### config.mk
export PLATFORM = sky130hd
export DESIGN_NAME = spi_slave_rx
export DESIGN_NICKNAME = d
export VERILOG_FILES = /design/src/rtl/spi_slave_rx.sv
export SDC_FILE = /design/constraint.sdc
export NUM_CORES = 1
export LEC_CHECK = 0
export ABC_AREA = 1
export CORE_MARGIN = 4
export CORE_UTILIZATION = 48
export DETAILED_ROUTE_END_ITERATION = 7
export PLACE_DENSITY = 0.79
export SYNTH_ARGS = -nofsm -noshare
export SYNTH_HDL_FRONTEND = slang
export SYNTH_SLANG_ARGS = --single-unit
### constraint.sdc
create_clock -name pclk -period 1.6 [get_ports pclk]
set_input_delay 0.16 -clock pclk [delete_from_list [all_inputs] [get_ports pclk]]
set_output_delay 0.16 -clock pclk [all_outputs]
set_load 0.02 [all_outputs]
### src/rtl/spi_slave_rx.sv
// spi_slave_rx: SPI slave receiver, oversampled in the pclk domain.
// Deserialises 8..16-bit words in any CPOL/CPHA/bit-order mode and hands each
// word over a valid/ready handshake with sticky overrun and abort status.
// Optional MISO return shifter: define SPI_SLAVE_MISO_EN to build it.
//
// state | meaning
// ------+-----------------------------------------------------------
// IDLE  | not selected; bit counter held at 0, miso low
// SHIFT | selected; sample edges shift mosi in, words may run back-to-back
module spi_slave_rx #(
    parameter int SYNC_STAGES = 2
) (
    input  logic        pclk,
    input  logic        presetn,
    input  logic        cpol,
    input  logic        cpha,
    input  logic        lsbf,
    input  logic [3:0]  bits,
    input  logic        sck,
    input  logic        ssel,
    input  logic        mosi,
    output logic        miso,
    input  logic [15:0] tx_data,
    output logic [15:0] rx_data,
    output logic        rx_valid,
    input  logic        rx_ready,
    output logic        ovr,
    output logic        abort,
    input  logic        ovr_clr
);

    typedef enum logic {
        IDLE  = 1'b0,
        SHIFT = 1'b1
    } state_t;

    // 0 means 16, 1..7 are promoted to the minimum word length of 8
    function automatic logic [4:0] decode_bits(input logic [3:0] b);
        if (b == 4'd0) begin
            return 5'd16;
        end else if (b < 4'd8) begin
            return 5'd8;
        end else begin
            return {1'b0, b};
        end
    endfunction

    function automatic logic [3:0] msb_index(input logic [4:0] n);
        logic [4:0] m;
        m = n - 5'd1;
        return m[3:0];
    endfunction

    logic [SYNC_STAGES-1:0] sck_sync_q, sck_sync_d;
    logic [SYNC_STAGES-1:0] ssel_sync_q, ssel_sync_d;
    logic [SYNC_STAGES-1:0] mosi_sync_q, mosi_sync_d;
    logic                   sck_h_q, sck_h_d;
    logic                   ssel_h_q, ssel_h_d;
    logic [SYNC_STAGES:0]   flush_q, flush_d;
    logic                   armed_q, armed_d;

    logic sck_s, ssel_s, mosi_s;
    logic mode_x, sck_chg, sample_edge, launch_edge;
    logic ssel_fall, ssel_rise;

    state_t      state_q, state_d;
    logic [4:0]  cnt_q, cnt_d;
    logic [15:0] rx_sh_q, rx_sh_d;
    logic        cpol_q, cpol_d;
    logic        cpha_q, cpha_d;
    logic        lsbf_q, lsbf_d;
    logic [4:0]  nbits_q, nbits_d;
    logic [15:0] rx_data_q, rx_data_d;
    logic        rx_valid_q, rx_valid_d;
    logic        ovr_q, ovr_d;
    logic        abort_q, abort_d;
    logic        ovr_set;
    logic        word_done;
    logic [3:0]  msb_q;
    logic [15:0] sh_next;

    // synchroniser chains plus history flops; flush marks when the history flop
    // first holds a value that really came from the pin after reset
    always_comb begin
        sck_sync_d  = {sck_sync_q[SYNC_STAGES-2:0], sck};
        ssel_sync_d = {ssel_sync_q[SYNC_STAGES-2:0], ssel};
        mosi_sync_d = {mosi_sync_q[SYNC_STAGES-2:0], mosi};
        sck_h_d     = sck_sync_q[SYNC_STAGES-1];
        ssel_h_d    = ssel_sync_q[SYNC_STAGES-1];
        flush_d     = {flush_q[SYNC_STAGES-1:0], 1'b1};
        // a frame already running at reset release is ignored until ssel is seen high
        armed_d     = armed_q | (flush_q[SYNC_STAGES] & ssel_h_q);
    end

    // register the synchroniser chains
    always_ff @(posedge pclk or negedge presetn) begin
        if (!presetn) begin
            sck_sync_q  <= '0;
            ssel_sync_q <= '1;
            mosi_sync_q <= '0;
            sck_h_q     <= 1'b0;
            ssel_h_q    <= 1'b1;
            flush_q     <= '0;
            armed_q     <= 1'b0;
        end else begin
            sck_sync_q  <= sck_sync_d;
            ssel_sync_q <= ssel_sync_d;
            mosi_sync_q <= mosi_sync_d;
            sck_h_q     <= sck_h_d;
            ssel_h_q    <= ssel_h_d;
            flush_q     <= flush_d;
            armed_q     <= armed_d;
        end
    end

    // edge classification on the synchronised pins, using the latched mode
    always_comb begin
        sck_s       = sck_sync_q[SYNC_STAGES-1];
        ssel_s      = ssel_sync_q[SYNC_STAGES-1];
        mosi_s      = mosi_sync_q[SYNC_STAGES-1];
        mode_x      = cpol_q ^ cpha_q;
        sck_chg     = sck_s ^ sck_h_q;
        sample_edge = sck_chg & (sck_s == ~mode_x);
        launch_edge = sck_chg & (sck_s == mode_x);
        ssel_fall   = armed_q & ssel_h_q & ~ssel_s;
        ssel_rise   = ~ssel_h_q & ssel_s;
        msb_q       = msb_index(nbits_q);
        if (lsbf_q) begin
            sh_next = (rx_sh_q >> 1) | (16'(mosi_s) << msb_q);
        end else begin
            sh_next = {rx_sh_q[14:0], mosi_s};
        end
    end

    // receive FSM next-state, handshake and status
    always_comb begin
        state_d    = state_q;
        cnt_d      = cnt_q;
        rx_sh_d    = rx_sh_q;
        cpol_d     = cpol_q;
        cpha_d     = cpha_q;
        lsbf_d     = lsbf_q;
        nbits_d    = nbits_q;
        rx_data_d  = rx_data_q;
        rx_valid_d = rx_valid_q;
        abort_d    = 1'b0;
        ovr_set    = 1'b0;
        word_done  = 1'b0;

        if (rx_valid_q && rx_ready) begin
            rx_valid_d = 1'b0;
        end

        case (state_q)
            IDLE: begin
                cnt_d = 5'd0;
                if (ssel_fall) begin
                    cpol_d  = cpol;
                    cpha_d  = cpha;
                    lsbf_d  = lsbf;
                    nbits_d = decode_bits(bits);
                    rx_sh_d = 16'd0;
                    state_d = SHIFT;
                end
            end
            SHIFT: begin
                if (ssel_rise) begin
                    state_d = IDLE;
                    cnt_d   = 5'd0;
                    rx_sh_d = 16'd0;
                    abort_d = (cnt_q != 5'd0);
                end else if (sample_edge) begin
                    if (cnt_q + 5'd1 == nbits_q) begin
                        word_done = 1'b1;
                        cnt_d     = 5'd0;
                        rx_sh_d   = 16'd0;
                    end else begin
                        cnt_d   = cnt_q + 5'd1;
                        rx_sh_d = sh_next;
                    end
                end
            end
            default: begin
                state_d = IDLE;
                cnt_d   = 5'd0;
            end
        endcase

        // a completing word may replace one being accepted in the same cycle
        if (word_done) begin
            if (!rx_valid_q || rx_ready) begin
                rx_data_d  = sh_next;
                rx_valid_d = 1'b1;
            end else begin
                ovr_set = 1'b1;
            end
        end

        ovr_d = ovr_set | (ovr_q & ~ovr_clr);
    end

    // receive FSM state and registered outputs
    always_ff @(posedge pclk or negedge presetn) begin
        if (!presetn) begin
            state_q    <= IDLE;
            cnt_q      <= 5'd0;
            rx_sh_q    <= 16'd0;
            cpol_q     <= 1'b0;
            cpha_q     <= 1'b0;
            lsbf_q     <= 1'b0;
            nbits_q    <= 5'd8;
            rx_data_q  <= 16'd0;
            rx_valid_q <= 1'b0;
            ovr_q      <= 1'b0;
            abort_q    <= 1'b0;
        end else begin
            state_q    <= state_d;
            cnt_q      <= cnt_d;
            rx_sh_q    <= rx_sh_d;
            cpol_q     <= cpol_d;
            cpha_q     <= cpha_d;
            lsbf_q     <= lsbf_d;
            nbits_q    <= nbits_d;
            rx_data_q  <= rx_data_d;
            rx_valid_q <= rx_valid_d;
            ovr_q      <= ovr_d;
            abort_q    <= abort_d;
        end
    end

    assign rx_data  = rx_data_q;
    assign rx_valid = rx_valid_q;
    assign ovr      = ovr_q;
    assign abort    = abort_q;

`ifdef SPI_SLAVE_MISO_EN
    logic [15:0] tx_sh_q, tx_sh_d;
    logic        miso_q, miso_d;
    logic [3:0]  msb_in;

    // TX shifter holds bits not yet driven; a launch edge drives the head bit.
    // With CPHA=0 the first bit is driven straight away at the ssel fall.
    always_comb begin
        tx_sh_d = tx_sh_q;
        miso_d  = miso_q;
        msb_in  = msb_index(decode_bits(bits));
        case (state_q)
            IDLE: begin
                miso_d = 1'b0;
                if (ssel_fall) begin
                    if (cpha) begin
                        tx_sh_d = tx_data;
                    end else if (lsbf) begin
                        miso_d  = tx_data[0];
                        tx_sh_d = tx_data >> 1;
                    end else begin
                        miso_d  = tx_data[msb_in];
                        tx_sh_d = tx_data << 1;
                    end
                end
            end
            SHIFT: begin
                if (ssel_rise) begin
                    miso_d = 1'b0;
                end else if (word_done) begin
                    tx_sh_d = tx_data;
                end else if (launch_edge) begin
                    if (lsbf_q) begin
                        miso_d  = tx_sh_q[0];
                        tx_sh_d = tx_sh_q >> 1;
                    end else begin
                        miso_d  = tx_sh_q[msb_q];
                        tx_sh_d = tx_sh_q << 1;
                    end
                end
            end
            default: begin
                miso_d = 1'b0;
            end
        endcase
    end

    // register the TX shifter and miso drive
    always_ff @(posedge pclk or negedge presetn) begin
        if (!presetn) begin
            tx_sh_q <= 16'd0;
            miso_q  <= 1'b0;
        end else begin
            tx_sh_q <= tx_sh_d;
            miso_q  <= miso_d;
        end
    end

    assign miso = miso_q;
`else
    logic unused_tx;
    assign unused_tx = ^{tx_data, launch_edge};
    assign miso      = 1'b0;
`endif

endmodule

; Word-level counts from Yosys, hierarchy flattened
; Index checks and enable logic that the tools add are counted.
[word_totals]
reg_bits = 61
in_bits = 30
[classes]
n_reduce_logical = 8
add_sub_neg = 2
muxes = 26
bitwise_logic = 16
order_cmp = 1
n_shift = 1
eq_ne = 4
[op_table]
columns = op, count
row1 = $mux W16, 5
row2 = $pmux W16 S2, 1
row3 = $mux W5, 4
row4 = $or A15 B16 Y16, 1
row5 = $shl A1 B4 Y16, 1
row6 = $mux W1, 13
row7 = $pmux W5 S2, 1
row8 = $and A1 B1 Y1, 6
row9 = $reduce_and A2 Y1, 3
row10 = $add A5 B1 Y5 const B, 1
row11 = $eq A5 B5 Y1, 1
row12 = $not A1 Y1, 5
row13 = $reduce_bool A5 Y1, 1
row14 = $logic_not A4 Y1, 1
row15 = $lt A4 B4 Y1 const B, 1
row16 = $mux W4, 1
row17 = $sub A4 B1 Y4 const B, 1
row18 = $ne A3 B3 Y1 const B, 1
row19 = $ne A2 B2 Y1 const B, 1
row20 = $or A1 B1 Y1, 2
row21 = $pmux W1 S2, 1
row22 = $xor A1 B1 Y1, 2
row23 = $eq A1 B1 Y1, 1
row24 = $logic_and A1 B1 Y1, 1
row25 = other kinds (2), 2

; Logic depth before layout (Yosys ltp)
; Gate-level depths: netlist (run 1).
[depth]
depth_word = 9
depth_mapped = 13
depth_no_buf = 12

; Worst setup path after synthesis (run 1)
; No wires, ideal clock.
[synth_timing]
kind = register -> register
from = register cnt_q[0]
to = register rx_data_q[7] (netlist: rx_data[7])
setup_ns = 0.117
t_required_ns = 1.483
path_buffers = 1
setup_slack_ns = -0.120
t_arrival_ns = 1.602
stages_incl_launch_ff = 12
path_cell_list = dfrtp_1 inv_1 ha_1 nand2_1 nand3_1 nor2_2 nand3_2 nor2_4 nand3_2 buf_6 nand2_1 nand2_1
[synth_via]
elab_chain_len = 7
[synth_lines]
columns = item, line_no
row1 = "start, declared", 67  ; logic [4:0] cnt_q, cnt_d;
row2 = "start signal, assigned", 218  ; cnt_q <= cnt_d;
row3 = $add A5 B1 Y5, 173  ; if (cnt_q + 5'd1 == nbits_q) begin
row4 = $eq A5 B5 Y1, 173
row5 = $mux W1, 173
row6 = $mux W1, 172  ; end else if (sample_edge) begin
row7 = $mux W1, 167  ; if (ssel_rise) begin
row8 = $mux W1, 154  ; case (state_q)
row9 = $reduce_and A2 Y1 (no line), --
row10 = "end signal, assigned", 224  ; rx_data_q <= rx_data_d;
row11 = "end, declared", 73  ; logic [15:0] rx_data_q, rx_data_d;
; No other way between the ends.
; A chain may end at the register's enable or synchronous reset.

; Worst setup path in the final report (run 1)
[layout_timing]
from = register cnt_q[0]
to = register rx_data_q[5] (netlist: rx_data[5])
; Same word-level chain as after synthesis.

==> results of run 1 <==
-- report_power, final --
group	switching, mW	internal, mW
clock	0.557	0.592
combinational	1.02	0.710
sequential	0.172	1.79
total	1.75	3.09
-- metrics by stage --
step	setup slack [ns]	hold slack [ns]	total power, mW	setup TNS [ns]	instances
after global routing	-0.253	0.214	5.16	-7.35	493
after global placement	-0.139	0.189	3.50	-2.89	473
after CTS	-0.150	0.218	4.73	-3.67	492
final	-0.130	0.224	4.85	-2.79	493
after floorplan	-0.0432	-0.136	2.98	-0.675	360
after detailed placement	-0.209	0.194	3.54	-5.30	473
-- worst reg2reg max path, cell delays in order, from the launching register on --
cell	delay (ns)
dfrtp_1	0.41
inv_2	0.07
ha_4	0.28
inv_2	0.03
nand2_2	0.04
nand3_2	0.06
nor2_2	0.09
nand3_2	0.09
nor2_4	0.11
buf_12	0.14
nand3_4	0.15
nand2_1	0.10
nand2_1	0.05
-- final cells by class --
class,count,area [um^2]
fill,501,2150
sequential,61,1530
multi-input combinational,263,1360
timing repair buffer,58,589
clock buffer,13,149
tap,75,93.8
inverter,21,78.8
clock inverter,2,10.0
-- cell families after synthesis --
group / count (synthesis) / share of synthesized area (%)
xor gates and xnor gates: 5 / 1.49
and+or+nand+nor: 206 / 29.9
buffers and inverters: 37 / 6.66
muxes: 1 / 0.339
other: 2 / 0.255
AOI/OAI and AO/OA: 45 / 8.15
adders and majority gates: 3 / 1.27
DFF: 61 / 51.9
-- metal layers --
layer | share of wire (%) | vias up | global-route usage, % | routed length (um)
met5 | 0 | - | 0 | 0
met4 | 1.9 | 0 | 8.36 | 125
met3 | 4.3 | 15 | 4.18 | 286
met2 | 48 | 66 | 29.8 | 3190
met1 | 46 | 1218 | 25.4 | 3010
li1 | - | 1281 | - | -
-- flip-flops by register name, indices dropped and copies added (netlist names) --
register     cells
abort            1
armed_q          1
cnt_q            5
cpha_q           1
cpol_q           1
flush_q          3
lsbf_q           1
mosi_sync_q      2
nbits_q          5
ovr              1
rx_data         16
rx_sh_q         16
rx_valid         1
sck_h_q          1
sck_sync_q       2
ssel_h_q         1
ssel_sync_q      2
state_q          1
-- worst paths after layout --
kind | end | slack [ns] | cells after the start
hold / removal | ssel_sync_q[0] | 0.22 | 1
min in group asynchronous | cpol_q | 0.35 | 3
hold reg to reg | sck_sync_q[1] | 0.35 | 0
setup reg to reg | rx_data[5] | -0.13 | 12
setup / recovery | rx_data[5] | -0.13 | 12
max in group asynchronous | nbits_q[3] | 0.93 | 3
-- cells in the final DEF (no fill, tap or decap), drive strengths merged, types with 2 or more instances in the layout --
| cell type | n |
|---|---|
| nand4 | 20 |
| conb | 2 |
| dfstp | 4 |
| xor2 | 3 |
| clkdlybuf4s50 | 31 |
| dfrtp | 57 |
| clkbuf | 13 |
| o21ai | 21 |
| xnor2 | 2 |
| nand2 | 123 |
| o22ai | 5 |
| buf | 26 |
| a21oi | 16 |
| clkinv | 3 |
| nand3 | 17 |
| inv | 20 |
| ha | 3 |
| nor2 | 45 |
-- repair_timing --
action / 4_1_cts / 5_1_grt
hold buffers: 1 / 0
gates resized for setup: 5 / 34
cloned: 1 / 0
setup buffers: 2 / 1
setup endpoints to repair: 39 / 39
endpoints found under the hold margin: 57 / 0
pin swaps: 2 / 5
==> impl_results.md, run 1 <==
* Worst Setup Start Kind: flop
* Worst-path clk slew at 0.06 ns
* WL/cell at 13.4 um
* Mapped Area at 2950 um^2
* Top post-synthesis cells by area: dfrtp_1 (48%), nand2_1 (15%), nor2_1 (5.2%), nand4_1 (4.2%), dfstp_2 (3.6%)
* Top delay family on crit path: simple AND/OR/NAND/NOR gates
* WP data required at 1.82 ns
* Root buffer cell: clkbuf_8
* Violated checks: negative setup slack
* Synth-to-Final Area Change at 29.2%
* Min Clock Period, post-route at 1.73 ns
* WS Path Type: flop to flop
* Yosys top cell by area: dfrtp_1
* Post-synth top cells: nand2_1 (121), dfrtp_1 (57), nor2_1 (41)
* Core area at 5960 um^2
* Via count at 2580
* Post-layout util at 64.0%
* Final #Nets at 447
* Max Freq at 578 MHz
* Sink Count at 61
* Die height at 86.4 um
* Worst path cell trace: inv_2 > ha_4 > inv_2 > nand2_2 > nand3_2 > nor2_2 > nand3_2 > nor2_4 > buf_12 > nand3_4 > nand2_1 > nand2_1
* Final hold vios at 0
* Post-Layout Inst Area at 3810 um^2
* Mean number of vias per cell at 5.23
* GR Util All Layers at 19.0%
* First-pass GRT wire length at 11100 um
* CP max stage cell: dfrtp_1
* HP Class: input port to flop
* Worst r2r src: cnt_q[0]
* Die X at 86.4 um
* Final GP Congestion at 0.915
* Max Cap Viol at 0
* DP Wirelength at 4450 um
* Endpoint class of the critical path: flop
* Syn. warnings at 0
* Number of antenna diodes at 0
* Pwr/cell area at 1270 nW/um^2
* Vias in the first global route at 2449
* Post-route ant nets at 0
* Period utilisation layout at 108%
* Clock Path Buffers at 2
* Finish-stage setup viols at 38
* Main flop type after synthesis: dfrtp_1
* Worst Setup SP: cnt_q[0]
* Setup ws final at -0.130 ns
* Outcome: complete, but fails checks
* Drt pass-1 iters at 4
* Top-area cell type share of the netlist area at 48.4%
* Num ports at 50
* Die area at 7460 um^2
* Pleak at 1.74 nW
* Initial drt markers at 148
* Dpl cell area at 3470 um^2
* Post-Synthesis Cells at 360
* Layout Skew at 0.00714 ns
* Synth Net Count at 393
* Asr flop ratio synth at 100%
* EDFF count, synth at 0
* IO Port Bufs at 32
* #FFs+latches synth at 61
* CTS tree: yes
* Total wire length at 6610 um
* IR drop worst, VDD at 0.765 mV
* RSZ-0062 raised after global routing: yes
* Total CTS buffers at 9
* Starting Density at 49.5%
* Worst Hold Launch: ssel
* H-tree depth at 3
* DRC Markers at 0
* Worst path max stage delay at 0.41 ns
* Worst-Skew Late Latency at 0.34 ns
* Layout cells sized above 1 at 19.9%
* Critical Path AT at 1.95 ns
* Critical path fanouts, max at 8
* Synth cell types at 32
* Initial antenna violation count at 0
* Most common cell in the netlist: nand2_1
* Buf/Inv on CP at 3
* Sequential area share after synthesis at 51.9%
* GRT overflow at 0
* Syn Area/Cell at 8.19 um^2
* Max-slew violations at 0
* Largest net degree at the start of global routing at 62
* Cell Rows at 28
(Power assumes the default switching activity.)
==> run 2: changes to the inputs <==
--- a/config.mk
+++ b/config.mk
@@ -9,7 +9,8 @@
 export CORE_MARGIN = 4
 export CORE_UTILIZATION = 48
 export DETAILED_ROUTE_END_ITERATION = 7
-export PLACE_DENSITY = 0.79
+export PLACE_DENSITY = 0.82
+export SETUP_SLACK_MARGIN = 0.05
 export SYNTH_ARGS = -nofsm -noshare
 export SYNTH_HDL_FRONTEND = slang
 export SYNTH_SLANG_ARGS = --single-unit
==> impl_results.md, run 2 (same netlist as run 1, synthesis figures left out) <==
* Outcome: complete, but fails checks (unchanged)
* Violated checks: negative setup slack (unchanged)
* H-tree depth at 3 (unchanged)
* Endpoint class of the critical path: flop (unchanged)
* Finish-stage setup viols at 39 (was 38)
* Total Power at 5.18 mW (was 4.85 mW)
* Largest net degree at the start of global routing at 26 (was 62)
* RSZ-0062 raised after global routing: yes (unchanged)
* Die X at 86.4 um (unchanged)
* DRC Markers at 0 (unchanged)
* HP Class: input port to flop (unchanged)
* Max-slew violations at 0 (unchanged)
* Worst Setup Start Kind: flop (unchanged)
* Pwr/cell area at 1340 nW/um^2 (was 1270 nW/um^2)
* Starting Density at 49.5% (unchanged)
* IO Port Bufs at 32 (unchanged)
* Max Cap Viol at 0 (unchanged)
* Cell Rows at 28 (unchanged)
* Sequential power share at 37.8% (was 40.5%)
* Number of antenna diodes at 0 (unchanged)
* WL/cell at 13.1 um (was 13.4 um)
* CTS tree: yes (unchanged)
* Vias in the first global route at 2556 (was 2449)
* Synth-to-Final Area Change at 30.8% (was 29.2%)
* Die area at 7460 um^2 (unchanged)
* Clock share of power at 29.5% (was 23.7%)
* Min Clock Period, post-route at 1.79 ns (was 1.73 ns)
* Layout cells sized above 1 at 20.8% (was 19.9%)
* GR Util All Layers at 19.3% (was 19.0%)
* Part of the power in combinational logic at 32.7% (was 35.8%)
* Sink Count at 61 (unchanged)
* Setup ws final at -0.189 ns (was -0.130 ns)
* Pint at 3.35 mW (was 3.09 mW)
* Post-route ant nets at 0 (unchanged)
* Mean number of vias per cell at 5.33 (was 5.23)
* Initial drt markers at 163 (was 148)
* First-pass GRT wire length at 11300 um (was 11100 um)
* Worst-Skew Late Latency at 0.35 ns (was 0.34 ns)
* Num ports at 50 (unchanged)
* Sw Ratio at 35.3% (was 36.1%)
* Commonest non-fill, non-tap cells in the layout: nand2_1 (109), dfrtp_1 (56), nor2_1 (38) (was nand2_1 (113), dfrtp_1 (56), nor2_1 (39))
* Critical path fanouts, max at 8 (unchanged)
* Total wire length at 6480 um (was 6610 um)
* Critical Path AT at 2.03 ns (was 1.95 ns)
* Clock Path Buffers at 2 (unchanged)
* Core area at 5960 um^2 (unchanged)
* Total CTS buffers at 9 (unchanged)
* Layout Skew at 0.00835 ns (was 0.00714 ns)
* WP data required at 1.84 ns (was 1.82 ns)
* DP Wirelength at 4310 um (was 4450 um)
* Via count at 2633 (was 2580)
* Die height at 86.4 um (unchanged)
* IR drop worst, VDD at 0.760 mV (was 0.765 mV)
* Root buffer cell: clkbuf_8 (unchanged)
* Final #Nets at 447 (unchanged)
* Pleak at 1.77 nW (was 1.74 nW)
* Initial antenna violation count at 0 (unchanged)
* Net Sw Power at 1.83 mW (was 1.75 mW)
* Final GP Congestion at 0.845 (was 0.915)
* Drt pass-1 iters at 5 (was 4)
* Period utilisation layout at 112% (was 108%)
* WS Path Type: flop to flop (unchanged)
* Total negative slack at -5.44 ns (was -2.79 ns)
* Most common cell after layout, fill and taps aside: nand2_1 (unchanged)
* Placed cell count at 470 (was 473)
* Final hold vios at 0 (unchanged)
* GRT overflow at 0 (unchanged)
* Worst-path clk slew at 0.07 ns (was 0.06 ns)
* Max Freq at 559 MHz (was 578 MHz)
* Non-filler cells, final at 494 (was 493)
## run 2: final timing paths
path	slack [ns]	to	startpoint	depth (start not counted)
max	-0.19	rx_data[0]	cnt_q[1]	12
min	0.21	ssel_sync_q[0]	ssel	1
max reg2reg	-0.19	rx_data[0]	cnt_q[1]	12
min reg2reg	0.35	flush_q[2]	flush_q[1]	0
max in group asynchronous	0.79	nbits_q[3]	presetn	3
min in group asynchronous	0.29	sck_h_q	presetn	2
## run 2: repair_timing
action                                  CTS  global route
hold endpoints to repair                 14             0
pin swaps                                 2             7
resized for setup                        11            26
setup buffers                             4             2
hold buffers                              1             0
gates cloned                              2             0
endpoints found under the setup margin   39            39
## run 2: cell type report
class	count	area (um^2)
Timing Repair Buffer	58	587
Tap cell	75	93.8
Multi-Input combinational cell	263	1340
Clock inverter	7	98.8
Sequential cell	61	1530
Inverter	21	78.8
Clock buffer	9	124
Fill cell	471	2100
## run 2: critical path, stage by stage (launching register included)
cell     delay, ns
dfrtp_1       0.42
inv_2         0.07
ha_4          0.28
inv_2         0.03
nand2_2       0.05
nand3_2       0.06
nor2_2        0.12
nand3_2       0.09
nor2_4        0.13
buf_6         0.14
nand3_4       0.13
nand2_1       0.10
nand2_1       0.05
## run 2: power by group through the flow
| stage | Combinational [mW] | Sequential, mW | Clock [mW] |
|---|---|---|---|
| global route | 1.88 | 2.00 | 1.62 |
| CTS | 1.61 | 1.95 | 1.55 |
| global placement | 1.50 | 1.97 | 0 |
| floorplan | 0.946 | 2.04 | 0 |
| detailed placement | 1.54 | 1.97 | 0 |
| finish | 1.69 | 1.96 | 1.53 |
## run 2: through the flow
stage	hold WS [ns]	utilization [%]	area [um^2]	setup WS, ns
3_5_place_dp	0.131	58.1	3460	-0.189
2_1_floorplan	-0.136	-	2970	-0.0432
3_3_place_gp	0.127	58.1	3460	-0.149
6_report	0.214	64.8	3860	-0.189
4_1_cts	0.206	63.7	3790	-0.163
5_1_grt	0.211	64.8	3860	-0.313
## run 2: per-layer routing
metal | part of all wire [%] | GRT usage, % | up-vias
li1 | - | - | 1280
met1 | 45 | 25.5 | 1243
met3 | 5.4 | 3.33 | 16
met4 | 2.3 | 10.1 | 0
met2 | 47 | 30.4 | 94
met5 | 0 | 0 | -
==> run 3: changes to the inputs <==
--- a/config.mk
+++ b/config.mk
@@ -6,7 +6,7 @@
 export NUM_CORES = 1
 export LEC_CHECK = 0
 export ABC_AREA = 1
-export CORE_MARGIN = 4
+export CORE_MARGIN = 2
 export CORE_UTILIZATION = 48
 export DETAILED_ROUTE_END_ITERATION = 7
 export PLACE_DENSITY = 0.82
==> impl_results.md, run 3 (same netlist as run 1, synthesis figures left out) <==
* Starting Density at 49.8% (was 49.5%)
* Initial antenna violation count at 0 (unchanged)
* Via count at 2772 (was 2633)
* Max-slew violations at 0 (unchanged)
* Worst path cell trace: inv_2 > ha_4 > inv_2 > nand2_2 > nand3_2 > nor2_4 > nand3_2 > nor2_4 > buf_6 > nand3_4 > nand2_1 > nand2_1 (was inv_2 > ha_4 > inv_2 > nand2_2 > nand3_2 > nor2_2 > nand3_2 > nor2_4 > buf_6 > nand3_4 > nand2_1 > nand2_1)
* Worst Hold Launch: ssel (unchanged)
* IR drop worst, VDD at 0.622 mV (was 0.760 mV)
* Max Cap Viol at 0 (unchanged)
* Initial drt markers at 342 (was 163)
* Max Freq at 551 MHz (was 559 MHz)
* DP Wirelength at 4350 um (was 4310 um)
* Largest net degree at the start of global routing at 62 (was 26)
* Sink Count at 61 (unchanged)
* Final hold vios at 0 (unchanged)
* Hold depth at 1 (unchanged)
* Worst Setup SP: cnt_q[1] (unchanged)
* Total wire length at 7580 um (was 6480 um)
* Final #Nets at 452 (was 447)
* Worst-Skew Late Latency at 0.34 ns (was 0.35 ns)
* Worst-path clk slew at 0.06 ns (was 0.07 ns)
* Core area at 5920 um^2 (was 5960 um^2)
* H-tree depth at 3 (unchanged)
* Outcome: complete, but fails checks (unchanged)
* Pwr/cell area at 1300 nW/um^2 (was 1340 nW/um^2)
* Reg2Reg Capture Point: rx_data[10] (was rx_data[0])
* Clock Path Buffers at 2 (unchanged)
* Endpoint class of the critical path: flop (unchanged)
* Mean number of vias per cell at 5.56 (was 5.33)
* WHS Endpoint: ssel_sync_q[0] (unchanged)
* Critical Path AT at 2.04 ns (was 2.03 ns)
* IO Port Bufs at 32 (unchanged)
* GR Util All Layers at 21.6% (was 19.3%)
* Synth-to-Final Area Change at 36.8% (was 30.8%)
* Cell Rows at 28 (unchanged)
* Worst path max stage delay at 0.41 ns (was 0.42 ns)
* Total Power at 5.26 mW (was 5.18 mW)
* Critical path fanouts, max at 8 (unchanged)
* Die area at 6790 um^2 (was 7460 um^2)
* CTS tree: yes (unchanged)
* CP max stage cell: dfrtp_2 (was dfrtp_1)
* R2R cell count at 12 (unchanged)
* Post-route ant nets at 0 (unchanged)
* Layout cells sized above 1 at 28.8% (was 20.8%)
* Most common cell after layout, fill and taps aside: nand2_1 (unchanged)
* Worst Setup Start Kind: flop (unchanged)
* HP Class: input port to flop (unchanged)
* Pleak at 1.85 nW (was 1.77 nW)
* Min Clock Period, post-route at 1.81 ns (was 1.79 ns)
* Die height at 82.4 um (was 86.4 um)
* Finish-stage setup viols at 39 (unchanged)
* Total CTS buffers at 9 (unchanged)
* WL/cell at 15.2 um (was 13.1 um)
* Violated checks: negative setup slack (unchanged)
* WP data required at 1.83 ns (was 1.84 ns)
* GRT overflow at 0 (unchanged)
* DRC Markers at 0 (unchanged)
* Layout Skew at 0.00584 ns (was 0.00835 ns)
* Die X at 82.4 um (was 86.4 um)
* WS Path Type: flop to flop (unchanged)
* Drt pass-1 iters at 6 (was 5)
* Vias in the first global route at 2434 (was 2556)
* R2R Setup Slk at -0.21 ns (was -0.19 ns)
* Pre-CTS WS at -0.278 ns (was -0.189 ns)
* Num ports at 50 (unchanged)
* Number of antenna diodes at 0 (unchanged)
* Root buffer cell: clkbuf_8 (unchanged)
* Setup ws final at -0.214 ns (was -0.189 ns)
* Commonest non-fill, non-tap cells in the layout: nand2_1 (101), dfrtp_1 (55), nor2_1 (38) (was nand2_1 (109), dfrtp_1 (56), nor2_1 (38))
* RSZ-0062 raised after global routing: yes (unchanged)
* First-pass GRT wire length at 11000 um (was 11300 um)
* Period utilisation layout at 113% (was 112%)
* Final GP Congestion at 0.883 (was 0.845)
* Worst r2r src: cnt_q[1] (unchanged)
[run 3: worst max-delay path by stage]
| stage | to | slack, ns | depth (start not counted) |
|---|---|---|---|
| 2_1_floorplan | rx_data[7] | -0.04 | 13 |
| 3_3_place_gp | rx_data[1] | -0.16 | 11 |
| 3_5_place_dp | rx_data[6] | -0.28 | 12 |
| 4_1_cts | rx_data[3] | -0.13 | 12 |
| 5_1_grt | rx_data[10] | -0.33 | 12 |
| 6_report | rx_data[10] | -0.21 | 12 |
[run 3: cell type report]
class,instances,area (um^2)
clock inverters,4,47.5
fillers,430,1890
inverters,21,78.8
repair buffers,63,646
multi-input cells,263,1490
well taps,75,93.8
clock buffers,12,145
flip-flops and latches,61,1530
[run 3: repair_timing]
action                                  CTS  global route
resized for setup                        20            59
setup buffers                             5             3
endpoints found under the hold margin    57             0
gates cloned                              1             3
hold buffers                              1             0
endpoints found under the setup margin   39            39
pin swaps                                 7            25
[run 3: routing by layer]
metal | vias up | share of wire [%] | global-route usage (%)
li1 | 1295 | - | -
met1 | 1318 | 42 | 29.3
met2 | 132 | 50 | 34.2
met3 | 27 | 5.8 | 4.67
met4 | 0 | 2.7 | 8.17
met5 | - | 0 | 0
[run 3: through the flow]
stage	utilization (%)	setup TNS [ns]	cells	hold slack [ns]	cell area, um^2
2_1_floorplan	-	-0.719	360	-0.136	2970
3_3_place_gp	58.2	-3.41	470	0.189	3450
3_5_place_dp	58.2	-7.33	470	0.194	3450
4_1_cts	63.3	-3.40	493	0.219	3750
5_1_grt	68.1	-9.77	499	0.230	4030
6_report	68.1	-5.99	499	0.227	4030
[run 3: report_power, final]
part           total [mW]  leakage [nW]  internal, mW  switching, mW
clock network        1.34        0.0964         0.757          0.582
registers            1.98         0.794          1.79          0.183
logic                1.95         0.961         0.785           1.16
[run 3: worst max-delay path: cells and delay by family (launching register included)]
family                   cells  cell delay, ns
adder cells (fa/ha/maj)      1            0.28
buffers and inverters        3            0.25
flip-flops                   1            0.41
AND/OR/NAND/NOR              8            0.77
